===== src/rtl/vga_timing_pkg.sv =====
// Timing constants shared with the VGA generator, decoder FSM states and a
// saturating counter helper.
package vga_timing_pkg;

    localparam int unsigned VGA_BH_TIME = 96;
    localparam int unsigned VGA_CH_TIME = 48;
    localparam int unsigned VGA_DH_TIME = 640;
    localparam int unsigned VGA_TOTAL_H = 800;
    localparam int unsigned VGA_BV_TIME = 2;
    localparam int unsigned VGA_CV_TIME = 33;
    localparam int unsigned VGA_DV_TIME = 480;
    localparam int unsigned VGA_TOTAL_V = 525;

    // Fixed encodings kept so state values match older captures/dumps.
    localparam logic [1:0] ST_SEARCH  = 2'd0;
    localparam logic [1:0] ST_MEASURE = 2'd1;
    localparam logic [1:0] ST_LOCKED  = 2'd2;

    typedef enum logic [1:0] {
        SEARCH  = ST_SEARCH,
        MEASURE = ST_MEASURE,
        LOCKED  = ST_LOCKED
    } sync_state_e;

    function automatic logic [10:0] sat_inc11(input logic [10:0] v);
        return (v == '1) ? v : v + 11'd1;
    endfunction

endpackage


===== src/rtl/sync_edge_detect.sv =====
// Registers one active-low sync input and flags its 1->0 transition.
module sync_edge_detect (
    input  logic clk,
    input  logic reset,
    input  logic sync_i,
    output logic level_o,
    output logic fall_o
);

    logic level_q;
    logic prev_q;

    // Idle level is high so leaving reset never fakes an edge.
    always_ff @(posedge clk) begin
        if (reset) begin
            level_q <= 1'b1;
            prev_q  <= 1'b1;
        end else begin
            level_q <= sync_i;
            prev_q  <= level_q;
        end
    end

    assign level_o = level_q;
    assign fall_o  = prev_q & ~level_q;

endmodule


===== src/rtl/vga_sync_decoder.sv =====
// Recovers line/frame timing from an incoming VGA stream, locks after
// consecutive good frames and emits active-area coordinates and colour.
module vga_sync_decoder
    import vga_timing_pkg::*;
#(
    parameter int unsigned BH_TIME     = VGA_BH_TIME,
    parameter int unsigned CH_TIME     = VGA_CH_TIME,
    parameter int unsigned DH_TIME     = VGA_DH_TIME,
    parameter int unsigned TOTAL_H     = VGA_TOTAL_H,
    parameter int unsigned H_TOL       = 2,
    parameter int unsigned BV_TIME     = VGA_BV_TIME,
    parameter int unsigned CV_TIME     = VGA_CV_TIME,
    parameter int unsigned DV_TIME     = VGA_DV_TIME,
    parameter int unsigned TOTAL_V     = VGA_TOTAL_V,
    parameter int unsigned V_TOL       = 1,
    parameter int unsigned LOCK_FRAMES = 2
) (
    input  logic        clk,
    input  logic        reset,
    input  logic        h_sync,
    input  logic        v_sync,
    input  logic [7:0]  red,
    input  logic [7:0]  green,
    input  logic [7:0]  blue,
    output logic [10:0] pixel_x,
    output logic [10:0] pixel_y,
    output logic [23:0] pixel_rgb,
    output logic        pixel_valid,
    output logic        frame_start,
    output logic        locked,
    output logic [10:0] line_len,
    output logic        sync_error
);

    localparam logic [10:0] H_ACT_LO = 11'(BH_TIME + CH_TIME);
    localparam logic [10:0] H_ACT_HI = 11'(BH_TIME + CH_TIME + DH_TIME - 1);
    localparam logic [10:0] V_ACT_LO = 11'(BV_TIME + CV_TIME);
    localparam logic [10:0] V_ACT_HI = 11'(BV_TIME + CV_TIME + DV_TIME - 1);
    localparam logic [10:0] H_MIN    = 11'(TOTAL_H - H_TOL);
    localparam logic [10:0] H_MAX    = 11'(TOTAL_H + H_TOL);
    localparam logic [10:0] V_MIN    = 11'(TOTAL_V - V_TOL);
    localparam logic [10:0] V_MAX    = 11'(TOTAL_V + V_TOL);
    localparam logic [7:0]  LOCK_CNT = 8'(LOCK_FRAMES);

    logic        hs_lvl, hs_fall, vs_lvl, vs_fall;
    logic        unused_levels;
    logic [23:0] rgb_q;

    logic [10:0] h_cnt_q, h_cnt_d, v_cnt_q, v_cnt_d, h_meas, v_meas;
    logic        vs_pend_q, vs_pend_d, lines_bad_q, lines_bad_d;
    logic [7:0]  good_cnt_q, good_cnt_d;
    sync_state_e state_q, state_d;

    logic        line_edge, frame_apply, line_ok, frame_ok, h_missing;
    logic        in_window, valid_d, err_d;

    logic [10:0] pixel_x_q, pixel_y_q, line_len_q;
    logic [23:0] pixel_rgb_q;
    logic        pixel_valid_q, frame_start_q, locked_q, sync_error_q;

    sync_edge_detect u_hs_edge (
        .clk    (clk),
        .reset  (reset),
        .sync_i (h_sync),
        .level_o(hs_lvl),
        .fall_o (hs_fall)
    );

    sync_edge_detect u_vs_edge (
        .clk    (clk),
        .reset  (reset),
        .sync_i (v_sync),
        .level_o(vs_lvl),
        .fall_o (vs_fall)
    );

    assign unused_levels = hs_lvl ^ vs_lvl;

    // h_cnt_d/v_cnt_d are the coordinates of the pixel currently held in S1.
    always_comb begin
        h_meas      = sat_inc11(h_cnt_q);
        v_meas      = sat_inc11(v_cnt_q);
        line_edge   = hs_fall;
        frame_apply = line_edge && (vs_pend_q || vs_fall);
        h_cnt_d     = line_edge ? '0 : h_meas;
        v_cnt_d     = frame_apply ? '0 : (line_edge ? v_meas : v_cnt_q);
        vs_pend_d   = frame_apply ? 1'b0 : (vs_pend_q | vs_fall);
        line_ok     = (h_meas >= H_MIN) && (h_meas <= H_MAX);
        frame_ok    = !lines_bad_q && line_ok && (v_meas >= V_MIN) && (v_meas <= V_MAX);
        lines_bad_d = frame_apply ? 1'b0 : (lines_bad_q | (line_edge & ~line_ok));
        h_missing   = h_cnt_d > H_MAX;
    end

    always_comb begin
        state_d    = state_q;
        good_cnt_d = good_cnt_q;
        err_d      = 1'b0;
        unique case (state_q)
            SEARCH: begin
                if (frame_apply) begin
                    state_d    = MEASURE;
                    good_cnt_d = '0;
                end
            end
            MEASURE: begin
                if (frame_apply) begin
                    if (frame_ok) begin
                        good_cnt_d = good_cnt_q + 8'd1;
                        if (good_cnt_q + 8'd1 >= LOCK_CNT) state_d = LOCKED;
                    end else begin
                        good_cnt_d = '0;
                    end
                end
            end
            LOCKED: begin
                if ((line_edge && !line_ok) || (frame_apply && !frame_ok) || h_missing) begin
                    err_d   = 1'b1;
                    state_d = SEARCH;
                end
            end
            default: state_d = SEARCH;
        endcase
    end

    always_comb begin
        in_window = (h_cnt_d >= H_ACT_LO) && (h_cnt_d <= H_ACT_HI) &&
                    (v_cnt_d >= V_ACT_LO) && (v_cnt_d <= V_ACT_HI);
        valid_d   = in_window && (state_d == LOCKED);
    end

    always_ff @(posedge clk) begin
        if (reset) begin
            rgb_q         <= '0;
            h_cnt_q       <= '0;
            v_cnt_q       <= '0;
            vs_pend_q     <= 1'b0;
            lines_bad_q   <= 1'b0;
            good_cnt_q    <= '0;
            state_q       <= SEARCH;
            pixel_x_q     <= '0;
            pixel_y_q     <= '0;
            pixel_rgb_q   <= '0;
            pixel_valid_q <= 1'b0;
            frame_start_q <= 1'b0;
            locked_q      <= 1'b0;
            line_len_q    <= '0;
            sync_error_q  <= 1'b0;
        end else begin
            rgb_q         <= {red, green, blue};
            h_cnt_q       <= h_cnt_d;
            v_cnt_q       <= v_cnt_d;
            vs_pend_q     <= vs_pend_d;
            lines_bad_q   <= lines_bad_d;
            good_cnt_q    <= good_cnt_d;
            state_q       <= state_d;
            pixel_valid_q <= valid_d;
            frame_start_q <= valid_d && (h_cnt_d == H_ACT_LO) && (v_cnt_d == V_ACT_LO);
            locked_q      <= (state_d == LOCKED);
            sync_error_q  <= err_d;
            if (line_edge) line_len_q <= h_meas;
            if (valid_d) begin
                pixel_x_q   <= h_cnt_d - H_ACT_LO;
                pixel_y_q   <= v_cnt_d - V_ACT_LO;
                pixel_rgb_q <= rgb_q;
            end
        end
    end

    assign pixel_x     = pixel_x_q;
    assign pixel_y     = pixel_y_q;
    assign pixel_rgb   = pixel_rgb_q;
    assign pixel_valid = pixel_valid_q;
    assign frame_start = frame_start_q;
    assign locked      = locked_q;
    assign line_len    = line_len_q;
    assign sync_error  = sync_error_q;

endmodule


===== config.mk =====
export PLATFORM = sky130hd
export DESIGN_NAME = vga_sync_decoder
export DESIGN_NICKNAME = d
export VERILOG_FILES = /design/src/rtl/vga_timing_pkg.sv /design/src/rtl/sync_edge_detect.sv /design/src/rtl/vga_sync_decoder.sv
export SDC_FILE = /design/constraint.sdc
export NUM_CORES = 1
export LEC_CHECK = 0
export BUFFER_PORTS_ARGS = -buffer_cell sky130_fd_sc_hd__buf_2
export CORE_MARGIN = 3
export CORE_UTILIZATION = 35
export DETAILED_ROUTE_END_ITERATION = 12
export GPL_TIMING_DRIVEN = 1
export PLACE_DENSITY = 0.64
export SYNTH_ARGS = -nofsm -noshare
export SYNTH_HDL_FRONTEND = slang
export SYNTH_SLANG_ARGS = --single-unit

===== constraint.sdc =====
create_clock -name clk -period 5.3 [get_ports clk]
set_clock_uncertainty 0.05 [all_clocks]
set_input_delay 0.265 -clock clk [delete_from_list [all_inputs] [get_ports clk]]
set_output_delay 0.265 -clock clk [all_outputs]
set_load 0.01 [all_outputs]

==> results of run 1 <==
## what timing repair did
action,CTS,global route
setup endpoints to repair,0,0
endpoints found under the hold margin,17,0
hold buffers,17,0
## worst min path at each step
stage / start / endpoint / slack (ns) / cells after the start
floorplan: h_sync / u_hs_edge.level_o$_SDFF_PP1_ / 0.32 / 1
global placement: u_vs_edge.level_o$_SDFF_PP1_ / u_vs_edge.prev_q$_SDFF_PP1_ / 0.38 / 1
detailed placement: u_vs_edge.level_o$_SDFF_PP1_ / u_vs_edge.prev_q$_SDFF_PP1_ / 0.38 / 1
CTS: red[0] / rgb_q[16]$_SDFF_PP0_ / 0.002 / 2
global route: red[0] / rgb_q[16]$_SDFF_PP0_ / 0.002 / 2
finish: red[0] / rgb_q[16]$_SDFF_PP0_ / 0.01 / 2
## power groups by stage
stage	registers [mW]	logic, mW	clock network (mW)
global route	0.953	0.111	1.16
CTS	0.951	0.0999	1.12
detailed placement	0.971	0.0896	0
floorplan	0.969	0.0617	0
global placement	0.971	0.0904	0
finish	0.951	0.100	1.10
## final cells by class
type,instances,area share (%)
clock inverters,12,1.56
well taps,220,3.76
inverters,14,0.718
flip-flops and latches,123,33.6
multi-input cells,540,45.0
clock buffers,20,6.10
repair buffers,113,9.19
## registers in the layout, summed over array words and instances, names as in the netlist
signal and cells:
locked 1, v_cnt_q 11, pixel_valid 1, frame_start 1, rgb_q 24, line_len 11
sync_error 1, lines_bad_q 1, u_vs_edge.level_o 1, pixel_y 11, u_hs_edge.level_o 1, u_vs_edge.prev_q 1
good_cnt_q 8, u_hs_edge.prev_q 1, vs_pend_q 1, pixel_rgb 24, state_q 2, h_cnt_q 11
pixel_x 11
## routing by layer
layer	wire length (um)	vias up
met5	13	-
met4	355	2
met3	981	32
met2	7960	202
met1	7490	2622
li1	-	2806
## critical path, cell delays in order (launching register included)
cell	delay [ns]
dfxtp_1	0.46
ha_1	0.41
nand4_2	0.19
o41a_1	0.53
xnor2_1	0.21
nor2_1	0.23
ha_1	0.30
nor4b_2	0.29
nor3b_1	0.14
or3_4	0.49
nor2_2	0.67
a311oi_1	0.20
## through the flow
step           area (sq um)  setup slack (ns)  hold slack, ns
5_1_grt                7320             0.623         0.00189
2_1_floorplan          6050              2.11           0.319
6_report               7320             0.938          0.0108
3_5_place_dp           6590              1.03           0.382
3_3_place_gp           6590              1.10           0.383
4_1_cts                7320             0.978         0.00221
## logic make-up after synthesis
| logic type | Yosys count |
|---|---|
| AO/OA/AOI/OAI | 214 |
| AND/OR/NAND/NOR | 294 |
| flip-flops | 123 |
| XOR/XNOR | 12 |
| adder cells (fa/ha/maj) | 10 |
| multiplexers | 10 |
| buffers and inverters | 68 |
## cells in the final DEF, fill, tap and decap left out, types with 6 or more instances in the layout
| master | count |
|---|---|
| a31oi_1 | 8 |
| mux2i_1 | 8 |
| dfxtp_1 | 123 |
| nor3_1 | 16 |
| or2_2 | 6 |
| nor2b_1 | 30 |
| nor2_1 | 65 |
| dlygate4sd3_1 | 17 |
| a211oi_1 | 11 |
| o21ai_1 | 7 |
| nor4_1 | 7 |
| nand4_1 | 9 |
| nand2_1 | 47 |
| xnor2_1 | 9 |
| ha_1 | 10 |
| a21oi_1 | 72 |
| inv_1 | 13 |
| nand3_1 | 53 |
| clkbuf_16 | 17 |
| o21ai_0 | 56 |
| and3_1 | 14 |
| buf_4 | 9 |
| buf_2 | 87 |
| and2_1 | 7 |
==> impl_results.md, run 1 <==
- Status: finished clean
- Antenna violations before repair: 1
- Count leader, synth: dfxtp_1
- Area Overhead vs Synth: 21.0%
- Total of warnings raised by yosys: 0
- Worst setup SP type: flip-flop
- Die height: 138 um
- Fmax: 229 MHz
- Via count: 5,664
- Buffers added on ports: 88
- Reg2Reg Depth: 11
- Post-synthesis mux area share: 1.88%
- Share of layout cells above drive strength 1: 19.6%
- Clock buffer depth: 2
- RR Startpoint: v_cnt_q[0]$_SDFF_PP0_
- Final antenna-violating net count: 0
- M2 GR Usage: 28.7%
- Synth Area in Adders: 2.07%
- Max-Cap Viols: 0
- Worst relative slew slack: 35.9%
- Crit path launch: v_cnt_q[0]$_SDFF_PP0_
- Initial DRC count: 529
- Post-synthesis compound-gate area fraction: 22.6%
- Largest family of logic cells by synthesized area: simple AND/OR/NAND/NOR gates
- Core area: 16,800 sq um
- Post-Synthesis Cell Area: 6050 sq um
- Worst skew pair latency: 0.42 ns
- Vias per std cell: 5.44
- Vias in the first global route: 5,304
- Worst setup EP type: flip-flop
- H-Tree Depth: 4
- Register bit total from synthesis: 123
- CTS tree: yes
- Nets: 847
- Critical Path RT: 5.51 ns
- Setup Viol. Count Final: 0
- Post-DP HPWL: 11.3 mm
- Worst reg-to-reg setup slack: 0.94 ns
- Internal Pwr Total: 1.64 mW
- Largest net degree at the start of global routing: 65
- Area share of the largest cell type after synthesis: 40.7%
- Fraction of the mapped netlist area in simple logic gates: 25.9%
- Critical Path Fanout Max: 30
- Critical path type: flip-flop to flip-flop
- Avg Cell Area, Syn: 8.28 sq um
- DR DRC count: 0
- Max Slew Vio Count: 0
- Leak pwr: 2.86 nW
- Fin Setup TNS: 0 ns
- Final GP Congestion: 0.888
- Arrival @ worst endpoint: 4.57 ns
- Postcts setup bufs: 0
- Antenna Cells: 0
- Gr busiest metal: met2
- Worst R2R End: pixel_x[9]$_SDFFE_PP0P_
- Sequential power share: 44.2%
- Clock share of power: 51.2%
- Clk root buf: clkbuf_16
- Endpoints failing hold: 0
- Synth unique cells: 82
- Mapped Cells: 731
- Post-synth EDFFs: 0
- Cells after DPL: 993
- IO Pins: 89
- GR Layer Usage met3: 4.38%
- Top FF cell, synth: dfxtp_1
- Starting density of the core: 36.1%
- Power Total: 2.15 mW
- WL final: 16.8 mm
- Comb power frac: 4.7%
- P_sw: 0.510 mW
- Mapped Nets: 769
- Worst-path clk slew: 0.06 ns
- Post-synthesis xor/xnor area fraction: 1.74%
- Fill cell count: 1,651
- Die area: 18,900 sq um
- Worst slew pin tran: 0.948 ns
- GRT Total Usage: 18.0%
- Final period util: 82.3%
- Routed len/inst: 16.1 um
- Sequential area share after synthesis: 40.7%
- RSZ-0062 raised after global routing: false
- Hold Crit Class: input port to flip-flop
- Clock sinks: 123
- Setup crit end: pixel_x[9]$_SDFFE_PP0P_
- M1 GR Usage: 23.9%
- Final core occ: 43.7%
- Die Wd: 138 um
- P per Cell Area: 294 nW/um^2
- Area of the multi-input gates: 3300 sq um
- Switching Share: 23.7%
- Synth area leaders: dfxtp_1, a21oi_1, o21ai_0
- Ys async rst share: 0%
- Cell Count, Final, Fillers Out: 1,042
- CTS resizes: 0
- Register area: 2460 sq um
- TritonCTS Buffers: 17
- Tmin final: 4.36 ns
- Synth area leader: dfxtp_1
- Gr ovfl total: 0
- Initial DRT Pass Iterations: 6
- First-pass GRT wire length: 27.0 mm
- Commonest cells post-synth: dfxtp_1, a21oi_1, nor2_1
- Row count: 47
- Max VDD drop: 0.000217 V
Note: power is estimated with default switching activity, not from simulation.
==> inputs of run 2 (changes only) <==
ABC_AREA = 1   (was unset)
PLACE_DENSITY = 0.66   (was 0.64)
clock period = 3.9 ns   (was 5.3 ns; I/O delays follow)
==> run 2 against run 1 <==
  * Cell count grew 21%
  * Non-clock buffer count grew 11
  * Sequential share of layout area shrank 2.0 points
  * Combinational power grew to 2.6 times the previous value
  * Worst setup slack lost 0.49 ns
  * Largest cell class unchanged
  * Critical endpoint is now pixel_y[7]$_SDFFE_PP0P_
  * Power grew 46%
  * Highest routed layer is now met4
  * Sequential power grew 38%
  * Critical path depth grew 9
  * Register-to-register slack lost 0.49 ns
  * Die area grew 5.5%
  * Cell area grew 6.3%
  * Clock power grew 43%
==> impl_results.md, run 2 <==
- Ys async rst share: 0% (unchanged)
- Register bit total from synthesis: 123 (unchanged)
- TritonCTS Buffers: 17 (unchanged)
- Worst reg-to-reg setup slack: 0.44 ns (-0.49 ns)
- Die height: 141 um (+2.7%)
- Worst slew pin tran: 0.677 ns (-0.271 ns)
- Worst setup SP type: flip-flop
- RSZ-0062 raised after global routing: false
- Fmax: 289 MHz (+26%)
- Final antenna-violating net count: 0 (unchanged)
- Antenna Cells: 0 (unchanged)
- Vias in the first global route: 5,497 (+3.6%)
- Area Overhead vs Synth: 21.6%
- Leak pwr: 3.84 nW (+34%)
- Count leader, synth: nand2_1
- P per Cell Area: 403 nW/um^2 (+37%)
- DP Worst Slack: 0.482 ns (-0.550 ns)
- Commonest cells post-synth: nand2_1, nor2_1, inv_1
- Arrival @ worst endpoint: 3.72 ns (-0.85 ns)
- Sequential area share after synthesis: 38.5% (-2.2 points)
- IO Pins: 89 (unchanged)
- Mapped Nets: 960 (+25%)
- Mapped Cells: 922 (+26%)
- Worst-path clk slew: 0.06 ns (about the same)
- Nets: 1,062 (+25%)
- Critical Path Fanout Max: 52 (+73%)
- Worst skew pair latency: 0.42 ns (about the same)
- Most frequent cells in the layout: nand2_1, nor2_1, inv_1, dfxtp_1, nand3_1
- Endpoints failing hold: 0 (unchanged)
- Most common cell after layout, fill and taps aside: nand2_1
- Synth area leader: dfxtp_1
- Via count: 5,844 (+3.2%)
- Initial DRT Pass Iterations: 5 (-1)
- Setup crit end: pixel_y[7]$_SDFFE_PP0P_
- Final GP Congestion: 0.893 (+0.65%)
- Crit path launch: v_cnt_q[1]$_SDFF_PP0_
- Critical path type: flip-flop to flip-flop
- M2 GR Usage: 26.2% (-2.5 points)
- Post-DP HPWL: 10.9 mm (-3.4%)
- Tmin final: 3.46 ns (-0.905 ns)
- Register area: 2460 sq um (unchanged)
- CTS tree: yes
- Largest net degree at the start of global routing: 59 (-9.2%)
- Hold slack: 0.311 ns (+0.300 ns)
- Fill cell count: 1,800 (+9.0%)
- Routed len/inst: 12.6 um (-22%)
- Fin Setup TNS: 0 ns (unchanged)
- Gr ovfl total: 0 (unchanged)
- Status: finished clean
- Reg2Reg Depth: 20 (+9)
- H-Tree Depth: 4 (unchanged)
- Worst setup EP type: flip-flop
- Post-route setup slack: 0.443 ns (-0.495 ns)
- Gr busiest metal: met2
- DR DRC count: 0 (unchanged)
- Max VDD drop: 0.000224 V (+3.2%)
- Top FF cell, synth: dfxtp_1
- RR Startpoint: v_cnt_q[1]$_SDFF_PP0_
- Antenna violations before repair: 0 (-1)
- Postcts setup bufs: 0 (unchanged)
- Die area: 20,000 sq um (+5.5%)
- Initial DRC count: 505 (-4.5%)
- GR Layer Usage met3: 3.84% (-0.54 points)
- # hold bufs at CTS: 26 (+9)
- Area of the multi-input gates: 3120 sq um (-5.4%)
- Clk root buf: clkbuf_16
- Max-Cap Viols: 0 (unchanged)
- Worst relative slew slack: 54.9% (+19 points)
- Hold Crit Class: input port to flip-flop
- Share of layout cells above drive strength 1: 19.6% (about the same)
- Setup Viol. Count Final: 0 (unchanged)
- Post-synth EDFFs: 0 (unchanged)
- M1 GR Usage: 21.3% (-2.6 points)
- Worst R2R End: pixel_y[7]$_SDFFE_PP0P_
- Starting density of the core: 36.4% (+0.27 points)
- Clock buffer depth: 2 (unchanged)
- Row count: 48 (+2.1%)
- WL final: 15.9 mm (-5.5%)
- Synth unique cells: 40 (-51%)
- Vias per std cell: 4.63 (-15%)
- Area share of the largest cell type after synthesis: 38.5% (-2.2 points)
- Total of warnings raised by yosys: 0 (unchanged)
- Final core occ: 44.2% (+0.56 points)
- Final period util: 88.6% (+6.3 points)
- Post-Synthesis Cell Area: 6400 sq um (+5.8%)
- First-pass GRT wire length: 26.7 mm (-1.2%)
- Critical Path RT: 4.16 ns (-1.35 ns)
- Power Total: 3.13 mW (+46%)
- Core area: 17,600 sq um (+5.0%)
- Buffers added on ports: 88 (unchanged)
- GRT Total Usage: 16.3% (-1.7 points)
- Clock sinks: 123 (unchanged)
- Avg Cell Area, Syn: 6.94 sq um (-16%)
- Die Wd: 141 um (+2.7%)
- Max Slew Vio Count: 0 (unchanged)
- CTS resizes: 0 (unchanged)
- Synth area leaders: dfxtp_1, nand2_1, nor2_1
==> run 2: power breakdown <==
part / switching [mW] / internal (mW) / total [mW]
clock: 0.581 / 0.987 / 1.57
combinational: 0.160 / 0.0978 / 0.258
sequential: 0.0194 / 1.29 / 1.31
total: 0.760 / 2.37 / 3.13
==> run 2: cell families (layout without fill, tap and decap cells) <==
kind of cell | after synthesis | in the layout | share of synthesized area, %
and+or+nand+nor | 499 | 499 | 34.2
buffers and inverters | 180 | 294 | 13.0
AOI/OAI and AO/OA | 93 | 93 | 10.1
adders and majority gates | 10 | 10 | 1.95
xor gates and xnor gates | 17 | 17 | 2.33
DFF | 123 | 123 | 38.5
==> run 2: worst max-delay path: stages, from the launching register on <==
cell and delay (ns):
dfxtp_1 0.42, ha_1 0.31, nand2_2 0.12, nor2_4 0.14
nand3_2 0.25, nand2_1 0.20, nand2_1 0.06, nand2_1 0.10
nand2_1 0.08, inv_1 0.10, ha_1 0.20, inv_1 0.05
nor2_1 0.16, nand3_1 0.11, nand3_1 0.08, nor2_1 0.07
nor3_4 0.26, buf_12 0.32, nand3_1 0.13, nand2_1 0.07
nor2_1 0.05
==> run 2: how the worst min path moves through the flow <==
stage	end	slack, ns	cells after the start	from
5_1_grt	pixel_x[4]$_SDFFE_PP0P_	0.35	4	reset
3_3_place_gp	u_hs_edge.level_o$_SDFF_PP1_	0.35	2	h_sync
4_1_cts	pixel_x[6]$_SDFFE_PP0P_	0.29	4	reset
6_report	pixel_x[4]$_SDFFE_PP0P_	0.31	4	reset
3_5_place_dp	u_vs_edge.level_o$_SDFF_PP1_	0.34	2	v_sync
2_1_floorplan	u_hs_edge.level_o$_SDFF_PP1_	0.25	1	h_sync
==> run 2: layout make-up <==
cell class	count	area share, %
multi-input cells	619	40.1
flip-flops and latches	123	31.6
repair buffers	124	10.4
inverters	139	6.70
clock buffers	21	6.04
well taps	225	3.62
clock inverters	10	1.49
==> run 2: routing by layer <==
layer  share of wire [%]  vias up
met2                  47      129
met3                 4.4       19
met5                   0        -
met1                  47     2614
li1                    -     3082
met4                 1.8        0
==> run 2: per-stage QoR <==
step / instance area, sq um / instances
5_1_grt: 7790 / 1261
4_1_cts: 7790 / 1261
6_report: 7790 / 1261
3_3_place_gp: 6940 / 1204
2_1_floorplan: 6400 / 922
3_5_place_dp: 6940 / 1204
==> inputs of run 3 (changes only) <==
CORE_MARGIN = unset   (was 3)
==> run 3 against run 2 <==
  * Maximum frequency shrank 0.29%
  * Highest routed layer unchanged
  * Combinational power is essentially flat
  * Routed wire length down 0.42%
  * First-iteration DRC count down 9.3%
  * Hold slack worse by 0.074 ns
==> impl_results.md, run 3 (synthesized netlist as in run 2, its figures left out) <==
- Status: finished clean
- CP bufs+invs: 3 (unchanged)
- Clock sinks: 123 (unchanged)
- Worst setup EP type: flip-flop
- Routed len/inst: 12.5 um (-0.65%)
- Vias in the first global route: 5,276 (-4.0%)
- Placed Area: 6940 sq um (about the same)
- Starting density of the core: 35.6% (-0.74 points)
- Buffers added on ports: 88 (unchanged)
- P per Cell Area: 407 nW/um^2 (+1.2%)
- First-pass GRT wire length: 25.3 mm (-5.4%)
- Core area: 18,000 sq um (+2.1%)
- Worst slew pin tran: 0.638 ns (-0.0390 ns)
- Die height: 137 um (-2.8%)
- Setup Viol. Count Final: 0 (unchanged)
- Clk root buf: clkbuf_16
- CP max stage cell: dfxtp_1
- IO Pins: 89 (unchanged)
- CP delay by family, top: simple AND/OR/NAND/NOR gates
- Hold Crit Class: input port to flip-flop
- Nets: 1,060 (-0.19%)
- Gr ovfl total: 0 (unchanged)
- RSZ-0062 raised after global routing: false
- Min-Delay Endpoint: rgb_q[15]$_SDFF_PP0_
- CP peak stage delay: 0.42 ns (about the same)
- Final core occ: 43.4% (-0.81 points)
- CP most frequent cell: nand2_1
- HP Start: reset
- Finished layout cell area: 7800 sq um (+0.21%)
- Antenna Cells: 0 (unchanged)
- Die area: 18,800 sq um (-5.6%)
- Crit-path cells: ha_1 > nand2_2 > nor2_4 > nand3_2 > nand2_1 > nand2_1 > nand2_1 > nand2_1 > inv_1 > ha_1 > inv_1 > nor2_1 > nand3_1 > nand3_1 > nor2_1 > nor3_4 > buf_12 > nand3_1 > nand2_1 > nor2_1
- Most common cell after layout, fill and taps aside: nand2_1
- Antenna violations before repair: 0 (unchanged)
- Final period util: 88.9% (+0.26 points)
- Largest net degree at the start of global routing: 56 (-5.1%)
- Clock buffer depth: 2 (unchanged)
- Reg2Reg Depth: 20 (unchanged)
- Worst skew pair latency: 0.42 ns (about the same)
- Via count: 5,895 (+0.87%)
- Row count: 49 (+2.1%)
- Most frequent cells in the layout: nand2_1, nor2_1, inv_1, dfxtp_1, nand3_1
- Fmax: 288 MHz (-0.29%)
- Post-DP HPWL: 10.9 mm (-0.46%)
- Initial DRC count: 458 (-9.3%)
- DR DRC count: 0 (unchanged)
- GRT Total Usage: 17.3% (+0.95 points)
- Arrival @ worst endpoint: 3.73 ns (about the same)
- WL final: 15.8 mm (-0.42%)
- Worst-path clk slew: 0.06 ns (about the same)
- Worst reg-to-reg setup slack: 0.43 ns (about the same)
- Leak pwr: 3.83 nW (-0.15%)
- Max Slew Vio Count: 0 (unchanged)
- Fin Setup TNS: 0 ns (unchanged)
- Die Wd: 137 um (-2.8%)
- Max VDD drop: 0.000329 V (+47%)
- Max-Cap Viols: 0 (unchanged)
- Share of layout cells above drive strength 1: 19.4% (-0.17 points)
- Area Overhead vs Synth: 21.9%
- RR Startpoint: v_cnt_q[0]$_SDFF_PP0_
- Power Total: 3.18 mW (+1.4%)
- Post-route setup slack: 0.433 ns (-0.0101 ns)
- Worst R2R End: pixel_rgb[13]$_SDFFE_PP0P_
- Tmin final: 3.47 ns (+0.0101 ns)
- Postcts setup bufs: 0 (unchanged)
- Critical Path Fanout Max: 55 (+5.8%)
- Final GP Congestion: 0.894 (about the same)
- H-Tree Depth: 4 (unchanged)
- Endpoints failing hold: 0 (unchanged)
- Critical path type: flip-flop to flip-flop
- Worst setup SP type: flip-flop
- Hold path depth: 2 (-2)
- TritonCTS Buffers: 17 (unchanged)
- Worst relative slew slack: 57.5% (+2.6 points)
- Initial DRT Pass Iterations: 7 (+2)
- CTS tree: yes
- Final antenna-violating net count: 0 (unchanged)
- DP Worst Slack: 0.486 ns (+0.00406 ns)
- Critical Path RT: 4.16 ns (about the same)
- Vias per std cell: 4.66 (+0.63%)
run 3: cell types whose count changed in the layout (fill, tap and decap cells not counted), sizes merged:
cell,delta
buf,-2
clkbuf,-2
bufinv,+1
clkinv,+1
inv,+1
run 3: worst reg2reg max path: cells and delay by family, from the launching register on:
| family | cells | cell delay (ns) |
|---|---|---|
| DFF | 1 | 0.42 |
| and+or+nand+nor | 15 | 1.89 |
| buffers and inverters | 3 | 0.48 |
| adders and majority gates | 2 | 0.50 |
run 3: worst max-delay path by stage:
stage                                     start                    endpoint  slack [ns]  cells past startpoint
final                     v_cnt_q[0]$_SDFF_PP0_  pixel_rgb[13]$_SDFFE_PP0P_        0.43                     20
after global routing      v_cnt_q[1]$_SDFF_PP0_  pixel_rgb[21]$_SDFFE_PP0P_        0.10                     20
after CTS                 v_cnt_q[0]$_SDFF_PP0_     pixel_y[3]$_SDFFE_PP0P_        0.46                     20
after detailed placement  v_cnt_q[0]$_SDFF_PP0_  pixel_rgb[13]$_SDFFE_PP0P_        0.49                     20
after global placement    v_cnt_q[0]$_SDFF_PP0_     pixel_y[0]$_SDFFE_PP0P_        0.55                     20
after floorplan           v_cnt_q[0]$_SDFF_PP0_  pixel_rgb[10]$_SDFFE_PP0P_        1.17                     22
run 3: cell type report:
type | instances | area, sq um
Sequential cell | 123 | 2460
Multi-Input combinational cell | 619 | 3120
Timing Repair Buffer | 122 | 811
Tap cell | 229 | 287
Inverter | 139 | 522
Clock buffer | 19 | 433
Clock inverter | 13 | 168
Fill cell | 1798 | 10200
run 3: where the power goes:
part	switching [mW]	total, mW	internal [mW]
Clock	0.603	1.61	1.01
Combinational	0.161	0.258	0.0978
Sequential	0.0198	1.31	1.29
run 3: timing repair:
action | in CTS | in global routing
endpoints found under the hold margin | 26 | 0
hold buffers | 26 | 0
gates resized for setup | 0 | 0
run 3: metrics by stage:
stage | hold WS [ns] | instances
6_report | 0.237 | 1264
5_1_grt | 0.254 | 1264
4_1_cts | 0.230 | 1264
3_5_place_dp | 0.339 | 1206
3_3_place_gp | 0.339 | 1206
2_1_floorplan | 0.249 | 922
run 3: layer usage:
metal	up-vias	GRT usage (%)	routed length (um)
li1	3081	-	-
met1	2667	21.9	7120
met3	29	3.57	605
met5	-	0	0
met4	0	8.67	402
met2	118	27.7	7700
